### config.mk
export PLATFORM = sky130hd
export DESIGN_NAME = ifetch_rd_responder
export DESIGN_NICKNAME = d
export VERILOG_FILES = /design/src/rtl/ifetch_rd_responder_pkg.sv /design/src/rtl/ifetch_rd_responder_lfsr8.sv /design/src/rtl/ifetch_rd_responder.sv
export SDC_FILE = /design/constraint.sdc
export NUM_CORES = 1
export LEC_CHECK = 0
export ABC_AREA = 1
export CELL_PAD_IN_SITES_DETAIL_PLACEMENT = 0
export CELL_PAD_IN_SITES_GLOBAL_PLACEMENT = 1
export CORE_ASPECT_RATIO = 1.4
export CORE_MARGIN = 3
export CORE_UTILIZATION = 28
export CTS_CLUSTER_SIZE = 25
export DETAILED_ROUTE_END_ITERATION = 16
export GPL_ROUTABILITY_DRIVEN = 0
export HOLD_SLACK_MARGIN = 0.12
export PLACE_DENSITY_LB_ADDON = 0.1
export SYNTH_ARGS = -nofsm -noshare
export SYNTH_HDL_FRONTEND = slang
export SYNTH_HIERARCHICAL = 1
export SYNTH_SLANG_ARGS = --single-unit
### constraint.sdc
create_clock -name clock -period 1.8 [get_ports clock]
set_input_delay 0.27 -clock clock [delete_from_list [all_inputs] [get_ports clock]]
set_output_delay 0.27 -clock clock [all_outputs]
set_load 0.02 [all_outputs]
### src/rtl/ifetch_rd_responder_pkg.sv
// Shared types and constants for the fetch read responder: response codes,
// FSM encoding, channel widths and the address window test.
package ifetch_rd_responder_pkg;

    localparam int ADDR_W = 32;
    localparam int DATA_W = 32;
    localparam int CNT_W  = 5;

    localparam logic [1:0] RESP_OKAY   = 2'd0;
    localparam logic [1:0] RESP_SLVERR = 2'd2;
    localparam logic [1:0] RESP_DECERR = 2'd3;

    typedef enum logic [1:0] {
        ST_IDLE = 2'd0,
        ST_WAIT = 2'd1,
        ST_READ = 2'd2,
        ST_RESP = 2'd3
    } state_e;

    // Compared in 33 bits so a window ending at 2^32 cannot wrap.
    function automatic logic in_window(input logic [ADDR_W-1:0] addr,
                                       input logic [ADDR_W-1:0] base,
                                       input logic [ADDR_W-1:0] size);
        logic [ADDR_W:0] a;
        logic [ADDR_W:0] lo;
        logic [ADDR_W:0] hi;
        a  = {1'b0, addr};
        lo = {1'b0, base};
        hi = {1'b0, base} + {1'b0, size};
        return (a >= lo) && (a < hi);
    endfunction

endpackage

### src/rtl/ifetch_rd_responder_lfsr8.sv
// 8-bit Fibonacci LFSR (taps 8,6,5,4), seeded with 8'hA5; used only when
// IFETCH_RD_RAND_DELAY_EN adds random wait cycles.
module lfsr8
    import ifetch_rd_responder_pkg::*;
(
    input  logic       clock,
    input  logic       reset,
    input  logic       en_i,
    output logic [7:0] state_o
);

    logic [7:0] lfsr_q;
    logic [7:0] lfsr_d;
    logic       fb;

    assign fb      = lfsr_q[7] ^ lfsr_q[5] ^ lfsr_q[4] ^ lfsr_q[3];
    assign lfsr_d  = en_i ? {lfsr_q[6:0], fb} : lfsr_q;
    assign state_o = lfsr_q;

    always_ff @(posedge clock) begin
        if (reset) begin
            lfsr_q <= 8'hA5;
        end else begin
            lfsr_q <= lfsr_d;
        end
    end

endmodule

### src/rtl/ifetch_rd_responder.sv
// Single-outstanding AR/R read responder in front of the instruction SRAM.
// Define IFETCH_RD_RAND_DELAY_EN to add 0..7 LFSR-driven wait cycles per read.
module ifetch_rd_responder
    import ifetch_rd_responder_pkg::*;
#(
    parameter int unsigned       LATENCY  = 2,
    parameter logic [ADDR_W-1:0] MEM_BASE = 32'h8000_0000,
    parameter logic [ADDR_W-1:0] MEM_SIZE = 32'h0800_0000
) (
    input  logic              clock,
    input  logic              reset,
    input  logic              ar_valid,
    output logic              ar_ready,
    input  logic [ADDR_W-1:0] ar_bits_addr,
    output logic              r_valid,
    input  logic              r_ready,
    output logic [DATA_W-1:0] r_bits_data,
    output logic [1:0]        r_bits_resp,
    output logic              mem_en,
    output logic [ADDR_W-1:0] mem_addr,
    input  logic [DATA_W-1:0] mem_rdata
);

    state_e            state_q, state_d;
    logic [CNT_W-1:0]  cnt_q, cnt_d;
    logic [DATA_W-1:0] data_q, data_d;
    logic [1:0]        resp_q, resp_d;
    logic [ADDR_W-1:0] mem_addr_q, mem_addr_d;
    logic [CNT_W-1:0]  lat_load;

`ifdef IFETCH_RD_RAND_DELAY_EN
    logic [7:0] lfsr_state;
    logic       unused_lfsr_hi;

    lfsr8 u_lfsr (
        .clock   (clock),
        .reset   (reset),
        .en_i    (1'b1),
        .state_o (lfsr_state)
    );

    assign unused_lfsr_hi = ^lfsr_state[7:3];
    assign lat_load       = CNT_W'(LATENCY) + CNT_W'(lfsr_state[2:0]);
`else
    assign lat_load = CNT_W'(LATENCY);
`endif

    assign mem_addr = mem_addr_q;

    always_ff @(posedge clock) begin
        if (reset) begin
            state_q    <= ST_IDLE;
            cnt_q      <= '0;
            data_q     <= '0;
            resp_q     <= RESP_OKAY;
            mem_addr_q <= '0;
        end else begin
            state_q    <= state_d;
            cnt_q      <= cnt_d;
            data_q     <= data_d;
            resp_q     <= resp_d;
            mem_addr_q <= mem_addr_d;
        end
    end

    always_comb begin
        state_d     = state_q;
        cnt_d       = cnt_q;
        data_d      = data_q;
        resp_d      = resp_q;
        mem_addr_d  = mem_addr_q;
        ar_ready    = 1'b0;
        r_valid     = 1'b0;
        mem_en      = 1'b0;
        r_bits_data = data_q;
        r_bits_resp = resp_q;

        case (state_q)
            ST_IDLE: begin
                ar_ready = 1'b1;
                if (ar_valid) begin
                    // Misalignment outranks the window check.
                    if (ar_bits_addr[1:0] != 2'b00) begin
                        resp_d  = RESP_SLVERR;
                        data_d  = '0;
                        state_d = ST_RESP;
                    end else if (!in_window(ar_bits_addr, MEM_BASE, MEM_SIZE)) begin
                        resp_d  = RESP_DECERR;
                        data_d  = '0;
                        state_d = ST_RESP;
                    end else begin
                        mem_addr_d = ar_bits_addr - MEM_BASE;
                        cnt_d      = lat_load;
                        state_d    = ST_WAIT;
                    end
                end
            end
            ST_WAIT: begin
                if (cnt_q != '0) begin
                    cnt_d = cnt_q - 1'b1;
                end else begin
                    mem_en  = 1'b1;
                    state_d = ST_READ;
                end
            end
            ST_READ: begin
                // SRAM data is forwarded straight out and also held for stalls.
                r_valid     = 1'b1;
                r_bits_data = mem_rdata;
                r_bits_resp = RESP_OKAY;
                data_d      = mem_rdata;
                resp_d      = RESP_OKAY;
                state_d     = r_ready ? ST_IDLE : ST_RESP;
            end
            ST_RESP: begin
                r_valid = 1'b1;
                if (r_ready) begin
                    state_d = ST_IDLE;
                end
            end
            default: begin
                state_d = ST_IDLE;
            end
        endcase
    end

endmodule
==> run_results.csv, run 1 <==
group,metric,value,unit
layout,drive_above_1_share,13.13,%
power,p_per_area,1256,nW/um^2
yosys,ys_ff_latch,73,
yosys,synth_top_cell_area_share,46.04,%
hold_path,hold_end,"mem_addr[1]",
clocking,cts_tree,"yes",
route,drtIter0Drc,108,
route,drtPass1Iterations,4,
grt,grt_pass1_wl,14.99,mm
floorplanning,die_x,95.99,um
clocking,clkTransAtPathRegs,0.06,ns
clocking,cts_buffers,9,
placement,hpwlAfterDp,6.721,mm
sta,tightest_slew,0.4892,ns
yosys,yosys.area.top_type,"dfxtp_1",
yosys,synth_area_leaders,"dfxtp_1, nand2_1, nor2_1",
grt,grt_antenna_before_repair,0,
sta,fin_crit,1.702,ns
sta,report.final.slew_viol_count,0,
yosys,synth_xor_area_share,0.2759,%
hold_path,min-delay-start,"mem_addr[1]",
grt,globalRoute.totalOverflow,0,
grt,grt_max_degree,34,
sta,rsz0062_at_grt,"true",
placement,place_inst,742,
yosys,synthAdderAreaFrac,0.7883,%
sta,fin_skew,0.006857,ns
yosys,yosysWarnings,6,
worst_setup_path,r2r_end,"mem_addr[17]",
clocking,cts_resized,134,
worst_setup_path,reg2reg_depth,7,
floorplanning,num_rows,45,
floorplanning,io_pins,137,
clocking,cts_max_path_buffers,2,
floorplanning,die_height,132.0,um
layout,diodes,0,
sta,setup_violations,0,
route,routedWlPerCell,12.42,um
yosys,synth_top_family_by_area,"simple AND/OR/NAND/NOR gates",
clocking,cts_root_buf,"clkbuf_16",
layout,final_cells,758,
sta,relSlewSlack,67.34,%
layout,n_fill_cell,1143,
sta,fin_crit_sh,94.54,%
floorplanning,start_util,28.91,%
clocking,h-tree-depth,3,
yosys,ys_seq_area_share,46.04,%
layout,final_common_cell,"nand2_1",
power,irDropWorstVdd,506.4,uV
sta,hold_viol,0,
route,post-route-drc-count,0,
sta,holdWs,0.4421,ns
worst_setup_path,path_class,"reg -> out",
power,finalPower,6.194,mW
yosys,synth_compound_area_share,5.676,%
placement,io_buffers,136,
worst_setup_path,arrival,1.43,ns
worst_setup_path,r2r_setup_slack,0.36,ns
route,vias,3234,
yosys,synth_cells,469,
clocking,cts_sinks,73,
worst_setup_path,cp_data_required_time,1.53,ns
grt,grt_usage,15.14,%
route,routed_wl,9.414,mm
clocking,post_cts_buffers,0,
power,leakage,2.538,nW
layout,most-common-layout-cells,"nand2_1, clkdlybuf4s50_1, nor2_1",
hold_path,hold_path.class,"reg -> reg",
clocking,clock_latency,0.33,ns
floorplanning,die_area,12670,um^2
yosys,synth.avg_cell_area,6.768,um^2
route,viasPerCell,4.266,
status,status,"finished, final reports clean",
clocking,ctsHoldBuffers,0,
grt,grt_pass1_vias,3137,
worst_setup_path,end_kind,"primary output",
worst_setup_path,crit_fanout,22,
flow_run,maxCapViolCount,0,
floorplanning,core,10980,um^2
worst_setup_path,startpoint_type,"flip-flop",
hold_path,min_path_cells,2,
yosys,muxShareOfSynthArea,0,%
sta,fmax,587.6,MHz
worst_setup_path,r2r-start,"state_q[0]",
yosys,synth_nets,539,
layout,nets,682,
yosys,yosys.area_share.simple,36.34,%
layout,area_growth,55.34,%
route,drtAntennaViolNets,0,
yosys,synth_area,3174,um^2
yosys,synth_cell_types,19,
-- cell type report --
cell class                      count  area, um^2  share of cell area, %
Clock buffer                       12       256.5                  5.202
Clock inverter                      4       51.30                  1.040
Inverter                           52       197.7                  4.009
Multi-Input combinational cell    321        1370                  27.78
Sequential cell                    73        1463                  29.66
Tap cell                          141       176.4                  3.578
Timing Repair Buffer              155        1416                  28.72
-- cells in the mapped netlist, drive strengths merged --
library cell  count
nand4             1
inv              52
xnor2             1
ha                2
nand3            44
o21ai            26
clkbuf            5
dfxtp            73
nand2           161
nor2             76
a21oi            10
buf              18
-- registers in the layout (all words and copies together) (netlist names) --
signal / count
data_q: 32
mem_addr: 32
cnt_q: 5
resp_q: 2
state_q: 2
-- where the power goes --
group          internal [mW]  total [mW]  switching [mW]
combinational          0.983        2.48            1.50
clock                   1.15        1.84           0.687
sequential              1.79        1.88          0.0838
total                   3.93        6.19            2.27
-- critical path, cell delays in order, from the launching register on --
cell and delay (ns):
dfxtp_2 0.33, inv_2 0.05, nor2_4 0.18, buf_12 0.19
nand2_1 0.08, nand2_1 0.09, buf_2 0.17
-- metal layers --
layer	global-route usage, %	vias up	part of all wire [%]
met5	0	-	0
li1	-	1723	-
met3	5.197	10	7.5
met1	17.06	1406	43
met4	6.250	0	1.9
met2	25.47	95	48
-- cells by family after synthesis --
kind of cell	count (synthesis)
adder cells (fa/ha/maj)	2
XOR/XNOR	1
flip-flops	73
AND/OR/NAND/NOR	282
buffers and inverters	75
AO/OA/AOI/OAI	36
-- worst max path at each step --
| stage | from | end | cells past startpoint | slack, ns |
|---|---|---|---|---|
| global placement | mem_rdata[22] | r_bits_data[22] | 4 | -0.03 |
| floorplan | state_q[1] | r_bits_data[0] | 6 | 0.45 |
| finish | state_q[1] | r_bits_data[3] | 6 | 0.1 |
| global route | state_q[1] | r_bits_data[14] | 6 | -0.004 |
| CTS | cnt_q[1] | mem_en | 7 | 0.009 |
| detailed placement | mem_rdata[22] | r_bits_data[22] | 4 | -0.04 |
-- through the flow --
stage	instance area (um^2)	TNS, ns	utilization, %	setup WS [ns]
2_1_floorplan	3174	0	-	0.4498
3_3_place_gp	4755	-0.04607	43.30	-0.02676
3_5_place_dp	4755	-0.1183	43.30	-0.03679
4_1_cts	4902	0	44.65	0.008614
5_1_grt	4931	-0.004030	44.91	-0.004030
6_report	4931	0	44.91	0.09821
Power figures use the tool's default switching activity.
==> run 2, diff against run 1 <==
SETUP_SLACK_MARGIN = 0.05   (was unset)
==> run_results.csv, run 2 (synthesis gave the netlist of run 1 again) <==
group,metric,value,unit
sta,fin_skew,0.007411,ns
placement,io_buffers,136,
layout,area_growth,68.98,%
layout,most-common-layout-cells,"nand2_1, clkdlybuf4s50_1, nor2_1",
power,p_seq_share,27.5,%
layout,utilization,48.85,%
sta,tightest_slew,0.4894,ns
layout,final_common_cell,"nand2_1",
worst_setup_path,cp_data_required_time,1.53,ns
floorplanning,num_rows,45,
clocking,clkTransAtPathRegs,0.06,ns
placement,pre_cts_ws,-0.03679,ns
worst_setup_path,end_kind,"primary output",
hold_path,hold_path.class,"reg -> reg",
floorplanning,io_pins,137,
layout,nets,690,
sta,rsz0062_at_grt,"true",
worst_setup_path,arrival,1.43,ns
worst_setup_path,path_class,"reg -> out",
power,internal-power,4.399,mW
power,finalPower,6.873,mW
sta,setup_violations,0,
sta,report.final.slew_viol_count,0,
sta,postLayoutSetupSlackWorst,0.1012,ns
route,viasPerCell,4.315,
power,p_per_area,1281,nW/um^2
floorplanning,die_height,132.0,um
power,power_switching,2.474,mW
power,leakage,2.631,nW
layout,diodes,0,
clocking,cts_buffers,9,
layout,multiInputGateArea,1493,um^2
route,drtAntennaViolNets,0,
floorplanning,die_area,12670,um^2
flow_run,maxCapViolCount,0,
clocking,cts_sinks,73,
grt,globalRoute.totalOverflow,0,
grt,grt_pass1_vias,3137,
placement,hpwlAfterDp,6.721,mm
layout,design_area,5364,um^2
grt,grt_antenna_before_repair,0,
route,post-route-drc-count,0,
route,routedWlPerCell,12.92,um
power,irDropWorstVdd,516.5,uV
status,status,"finished, final reports clean",
floorplanning,start_util,28.91,%
power,swShare,35.99,%
layout,final_cells,766,
clocking,clock_latency,0.33,ns
route,vias,3305,
clocking,cts_max_path_buffers,2,
sta,holdWs,0.4422,ns
sta,fin_crit,1.699,ns
route,drtPass1Iterations,4,
placement,post_dp_cell_area,4755,um^2
power,pwr-share-clk,26.8,%
grt,grt_usage,15.14,%
placement,place_inst,742,
clocking,h-tree-depth,3,
layout,drive_above_1_share,22.40,%
sta,relSlewSlack,67.33,%
clocking,cts_tree,"yes",
grt,grt_max_degree,34,
power,p_comb_share,45.7,%
sta,finalSetupTns,0,ns
worst_setup_path,startpoint_type,"flip-flop",
worst_setup_path,crit_fanout,7,
layout,n_fill_cell,1107,
route,routed_wl,9.899,mm
sta,fin_crit_sh,94.38,%
floorplanning,core,10980,um^2
grt,grt_pass1_wl,14.99,mm
floorplanning,die_x,95.99,um
route,drtIter0Drc,82,
sta,hold_viol,0,
sta,fmax,588.6,MHz
clocking,cts_root_buf,"clkbuf_16",
layout,seq_area,1463,um^2
## run 2: power groups by stage
| stage | clock (mW) | sequential, mW | combinational [mW] |
|---|---|---|---|
| finish | 1.84 | 1.89 | 3.14 |
| global route | 1.97 | 1.91 | 3.44 |
| CTS | 1.90 | 1.88 | 2.49 |
| detailed placement | 0 | 1.91 | 2.71 |
| global placement | 0 | 1.91 | 2.71 |
| floorplan | 0 | 1.92 | 1.58 |
## run 2: what timing repair did
action / in CTS / in global routing
buffers inserted: 0 / 4
hold buffers: 0 / 0
pin swaps: 0 / 1
cloned: 0 / 4
endpoints found under the setup margin: 36 / 36
resized for setup: 135 / 126
## run 2: final cells by class
cell class,count,area share (%)
clock buffers,12,4.782
well taps,141,3.289
clock inverters,4,0.9564
repair buffers,163,32.10
multi-input cells,321,27.83
inverters,52,3.779
flip-flops and latches,73,27.27
## run 2: worst paths after layout
path	to	slack [ns]	startpoint	cells past startpoint
max reg2reg	mem_addr[17]	0.37	state_q[0]	7
min	mem_addr[1]	0.44	mem_addr[1]	2
min reg2reg	mem_addr[1]	0.44	mem_addr[1]	2
max	r_bits_data[14]	0.10	state_q[1]	8
## run 2: worst max-delay path, stage by stage, from the launching register on
cell       delay [ns]
dfxtp_2          0.33
inv_2            0.05
nor2_4           0.12
buf_12           0.15
inv_8            0.06
clkbuf_16        0.16
nand2_2          0.06
nand2_2          0.06
buf_6            0.13
## run 2: per-layer routing
metal / global-route usage, % / share of wire, %
met4: 6.250 / 2.1
met2: 25.47 / 49
met5: 0 / 0
met3: 5.197 / 7.1
met1: 17.06 / 42
